$ cat src/rtl/seg_display_scanner.sv
// Multiplexed seven-segment scanner for CPU debug words: frame-coherent source
// snapshot, anti-ghost blank window, leading-zero blanking and per-digit points.
module seg_display_scanner #(
  parameter int DIGITS    = 8,
  parameter int NUM_SRC   = 4,
  parameter int SEL_W     = 2,
  parameter int CLK_DIV   = 100000,
  parameter int BLANK_CYC = 2000
) (
  input  logic                          CLK,
  input  logic                          Reset,
  input  logic [SEL_W-1:0]              sel,
  input  logic [NUM_SRC*DIGITS*4-1:0]   src_data,
  input  logic [DIGITS-1:0]             dp_in,
  input  logic                          hold,
  input  logic                          lzb,
  output logic [DIGITS-1:0]             an,
  output logic [6:0]                    seg,
  output logic                          dp_n,
  output logic                          frame_done
);

  localparam int PW = $clog2(CLK_DIV);
  localparam int IW = $clog2(DIGITS);
  localparam int WW = DIGITS * 4;

  localparam logic [PW-1:0] PRE_LAST  = PW'(CLK_DIV - 1);
  localparam logic [PW-1:0] BLANK_END = PW'(BLANK_CYC);
  localparam logic [IW-1:0] DIG_LAST  = IW'(DIGITS - 1);
  localparam logic [6:0]    SEG_OFF   = 7'h7F;

  logic [PW-1:0]     prescaler_q, prescaler_d;
  logic [IW-1:0]     digit_idx_q, digit_idx_d;
  logic [WW-1:0]     snapshot_q,  snapshot_d;
  logic [DIGITS-1:0] an_q,        an_d;
  logic [6:0]        seg_q,       seg_d;
  logic              dp_n_q,      dp_n_d;
  logic              frame_done_q, frame_done_d;

  logic              tick;
  logic              frame_end;
  logic              blank_win;
  logic [WW-1:0]     src_word;
  logic [DIGITS:0]   zero_from;
  logic [3:0]        cur_nibble;
  logic              cur_blank;
  logic              cur_dp;

  function automatic logic [6:0] hex_to_seg(input logic [3:0] v);
    case (v)
      4'h0:    hex_to_seg = 7'b1000000;
      4'h1:    hex_to_seg = 7'b1111001;
      4'h2:    hex_to_seg = 7'b0100100;
      4'h3:    hex_to_seg = 7'b0110000;
      4'h4:    hex_to_seg = 7'b0011001;
      4'h5:    hex_to_seg = 7'b0010010;
      4'h6:    hex_to_seg = 7'b0000010;
      4'h7:    hex_to_seg = 7'b1111000;
      4'h8:    hex_to_seg = 7'b0000000;
      4'h9:    hex_to_seg = 7'b0010000;
      4'hA:    hex_to_seg = 7'b0001000;
      4'hB:    hex_to_seg = 7'b0000011;
      4'hC:    hex_to_seg = 7'b1000110;
      4'hD:    hex_to_seg = 7'b0100001;
      4'hE:    hex_to_seg = 7'b0000110;
      default: hex_to_seg = 7'b0001110;
    endcase
  endfunction

  // Scan timing and frame-coherent source capture.
  always_comb begin
    tick        = (prescaler_q == PRE_LAST);
    frame_end   = tick && (digit_idx_q == DIG_LAST);
    prescaler_d = tick ? '0 : prescaler_q + PW'(1);
    digit_idx_d = digit_idx_q;
    if (tick) begin
      digit_idx_d = (digit_idx_q == DIG_LAST) ? '0 : digit_idx_q + IW'(1);
    end

    // Out-of-range selects fall through to the all-zero default.
    src_word = '0;
    for (int k = 0; k < NUM_SRC; k++) begin
      if (sel == SEL_W'(k)) begin
        src_word = src_data[k*WW +: WW];
      end
    end
    snapshot_d = (frame_end && !hold) ? src_word : snapshot_q;
  end

  // Digit content: zero_from[d] is set when nibbles d..DIGITS-1 are all zero.
  always_comb begin
    zero_from[DIGITS] = 1'b1;
    for (int d = DIGITS - 1; d >= 0; d--) begin
      zero_from[d] = zero_from[d+1] && (snapshot_q[d*4 +: 4] == 4'h0);
    end

    cur_nibble = 4'h0;
    cur_blank  = 1'b0;
    cur_dp     = 1'b0;
    for (int d = 0; d < DIGITS; d++) begin
      if (digit_idx_q == IW'(d)) begin
        cur_nibble = snapshot_q[d*4 +: 4];
        cur_blank  = lzb && (d != 0) && zero_from[d];
        cur_dp     = dp_in[d];
      end
    end
  end

  // Output drive is computed from current state and registered next edge.
  always_comb begin
    blank_win    = (prescaler_q < BLANK_END);
    frame_done_d = frame_end;
    an_d         = '1;
    seg_d        = SEG_OFF;
    dp_n_d       = 1'b1;
    if (!blank_win) begin
      for (int d = 0; d < DIGITS; d++) begin
        if (digit_idx_q == IW'(d)) begin
          an_d[d] = 1'b0;
        end
      end
      seg_d  = cur_blank ? SEG_OFF : hex_to_seg(cur_nibble);
      dp_n_d = ~cur_dp;
    end
  end

  // NOTE: sequential state uses non-blocking assignments so every flop samples
  // the pre-edge values, independent of statement order.
  always_ff @(posedge CLK) begin
    if (!Reset) begin
      prescaler_q  <= '0;
      digit_idx_q  <= '0;
      snapshot_q   <= '0;
      an_q         <= '1;
      seg_q        <= SEG_OFF;
      dp_n_q       <= 1'b1;
      frame_done_q <= 1'b0;
    end else begin
      prescaler_q  <= prescaler_d;
      digit_idx_q  <= digit_idx_d;
      snapshot_q   <= snapshot_d;
      an_q         <= an_d;
      seg_q        <= seg_d;
      dp_n_q       <= dp_n_d;
      frame_done_q <= frame_done_d;
    end
  end

  assign an         = an_q;
  assign seg        = seg_q;
  assign dp_n       = dp_n_q;
  assign frame_done = frame_done_q;

endmodule

$ cat config.mk
export PLATFORM = sky130hd
export DESIGN_NAME = seg_display_scanner
export DESIGN_NICKNAME = d
export VERILOG_FILES = /design/src/rtl/seg_display_scanner.sv
export SDC_FILE = /design/constraint.sdc
export NUM_CORES = 1
export LEC_CHECK = 0
export CORE_ASPECT_RATIO = 0.5
export CORE_MARGIN = 3
export CORE_UTILIZATION = 45
export DETAILED_ROUTE_END_ITERATION = 8
export MAX_ROUTING_LAYER = met4
export PLACE_DENSITY = 0.81
export SETUP_SLACK_MARGIN = 0.05
export SLEW_MARGIN = 30
export SYNTH_ARGS = -nofsm -noshare
export SYNTH_HDL_FRONTEND = slang
export SYNTH_SLANG_ARGS = --single-unit
$ cat constraint.sdc
create_clock -name CLK -period 3.2 [get_ports CLK]
set_input_delay 0.48 -clock CLK [delete_from_list [all_inputs] [get_ports CLK]]
set_output_delay 0.48 -clock CLK [all_outputs]
set_load 0.02 [all_outputs]
==> impl_metrics.toml, run 1 <==
[timing]
final-hold-violation-count = 0
grt_setup_unrepaired = "false"
min_period_over_period_pct = 91.0
slew_headroom_pct = 43.3
setup_slack_ps = 289
slew_viol_final = 0
setup_viol = 0
max_clock_freq_mhz = 344
skew_ps = 8.10
worst_slew_pin_slew_ps = 850
finalSetupTns_ps = 0
hold-worst-slack_ps = 465
min_period_ps = 2910

[place]
dp_cells = 714
post-dp-hpwl_mm = 9.59
portBuffers = 158
dp_slack_ps = 230
place.gp.congestion = 0.980

[grt]
grt_antenna_before_repair = 0
track_usage_pct = 24.0
grt_max_degree = 43
grt_pass1_wl_mm = 19.6
overflow = 0
grt_pass1_vias = 4050

[synth]
syn_inst = 457
yosys-top-cells-area = "dfxtp_1 33%, mux4_2 17%, nand2_1 8.1%"
synth_edf_count = 0
syn_nets = 611
ys_types = 66
netlist_area_um2 = 4240
ys_warn_count = 0
synthDominantCellAreaShare_pct = 32.6
synthFlopType = "dfxtp_1"
yosysSeqAreaShare_pct = 32.6
syn_avg_cell_area_um2 = 9.28
async_flop_share_pct = 0
ys_ff_latch = 69
synth.largest_area_cell = "dfxtp_1"

[detailed_routing]
routed_wl_mm = 12.3
drt-initial-drc-count = 341
routed_via_density = 5.67
dr.pass1.iters = 5
drc_errors = 0
via_count = 4140
wl_per_cell_um = 16.9
postRouteAntennaNets = 0

[pwr]
power_per_cell_area_nw_per_um2 = 335
p_leak_nw = 2.22
ir_drop_mv = 0.215
total_power_w = 0.00206

[layout]
mostFrequentLayoutCells = "157 x clkdlybuf4s50_1, 92 x nand2_1, 69 x dfxtp_1"
area_growth_pct = 45.5
final_common_cell = "clkdlybuf4s50_1"
layout-drive-gt1-share_pct = 13.2
seqCellArea_um2 = 1380
antenna_cells = 0
nets = 762
fill_cells = 714
multi_input_area_um2 = 2630
finalNonFillerCells = 730

[clocking]
cts_buffers = 9
cts_tree = "done"
postCtsSetupBuffers = 0
cts_sinks = 69
clkLatencyLatePin_ps = 330
clockBufferDepth = 2
path_clk_slew_ps = 60
htreeDepth = 3
cts_root_buf = "clkbuf_16"

[critical_path]
critPathCaptureType = "flop"
worstPathArrival_ps = 3100
required_ps = 3390
worstSetupStartpointType = "flop"
cp_max_fo = 8
setup.worst_path.class = "reg -> reg"

[die]
ios = 159
die_x_um = 143
dieHeight_um = 74.6
die_area_um2 = 10700
core_area_um2 = 8920
start_util_pct = 47.5
rows = 24

[outcome]
status = "completed"

[flow_run]
max_cap_viol_count = 0

[hold_path]
hp-class = "reg -> reg"
==> per-layer routing <==
layer  GRT usage [%]  vias up  routed length, µm
li1                -     1951                  -
met2            38.4      178               5790
met5               -        -                  0
met3            6.28       18                856
met4            5.11        0                122
met1            31.3     1993               5530
==> synthesized netlist by cell type, types with 4 or more instances <==
cell      instances
a21boi_0         17
inv_1            13
clkbuf_1         16
buf_6             5
and3_1            5
or4_1             4
nand2_1          92
nand3_1          11
a21oi_1          15
nor2_1           31
a211o_1           5
nor3_1            6
ha_1             12
nor4_1            4
xnor2_1           4
buf_4             4
buf_2             5
and2_1            7
mux4_2           32
nand4_1           5
nor2b_1           5
xor2_1           12
dfxtp_1          69
a21boi_1         17
==> state kept, by name, summed over array words and instances (netlist names) <==
| register | flops |
|---|---|
| dp_n | 1 |
| an | 8 |
| seg | 7 |
| snapshot_q | 32 |
| frame_done | 1 |
| prescaler_q | 17 |
| digit_idx_q | 3 |
==> where the power goes <==
group          internal, W  switching [W]
Clock             0.000542       0.000366
Combinational     0.000222      0.0000695
Sequential        0.000863     0.00000287
==> area by class of cell <==
| class | count | area share [%] |
|---|---|---|
| repair buffers | 171 | 27.1 |
| flip-flops and latches | 69 | 22.4 |
| clock inverters | 6 | 0.629 |
| well taps | 117 | 2.37 |
| multi-input cells | 341 | 42.6 |
| clock buffers | 10 | 3.88 |
| inverters | 16 | 0.974 |
==> critical path, stage by stage, from the launching register on <==
cell	delay, ps
dfxtp_1	400
inv_1	100
ha_1	310
nor3b_1	180
nor3_1	210
o21ai_1	110
a222oi_1	380
inv_2	110
ha_1	240
or3_2	470
mux2i_1	150
a22oi_1	100
==> path summary, 6_finish.rpt <==
path	endpoint	cells after the start	slack, ps	startpoint
hold reg to reg	prescaler_q[0]	1	470	prescaler_q[0]
setup / recovery	seg[0]	11	290	digit_idx_q[0]
setup reg to reg	seg[0]	11	290	digit_idx_q[0]
hold / removal	prescaler_q[0]	1	470	prescaler_q[0]
==> cells by family (layout without fill, tap and decap cells) <==
logic type / count (synthesis) / in the layout / share of synthesized area [%]
flip-flops: 69 / 69 / 32.6
AO/OA/AOI/OAI: 88 / 88 / 15.6
adder cells (fa/ha/maj): 12 / 12 / 3.54
buffers and inverters: 47 / 203 / 5.79
multiplexers: 35 / 35 / 17.7
XOR/XNOR: 16 / 16 / 3.31
AND/OR/NAND/NOR: 190 / 190 / 21.4
==> what timing repair did <==
item,CTS,global route
setup endpoints to repair,0,2
hold buffers,0,0
resized for setup,0,3
==> per-stage QoR <==
step,cell area [µm²],util (%)
3_3_place_gp,5880,65.9
4_1_cts,6160,69.1
3_5_place_dp,5880,65.9
5_1_grt,6170,69.1
6_report,6170,69.1
2_1_floorplan,4240,-
(Power assumes the default switching activity.)
==> inputs of run 2 (changes only) <==
CTS_CLUSTER_DIAMETER = 30   (was unset)
TNS_END_PERCENT = 30   (was unset)
==> results of run 2 <==
No change in the layout: final DEF, timing and power equal those of run 1.
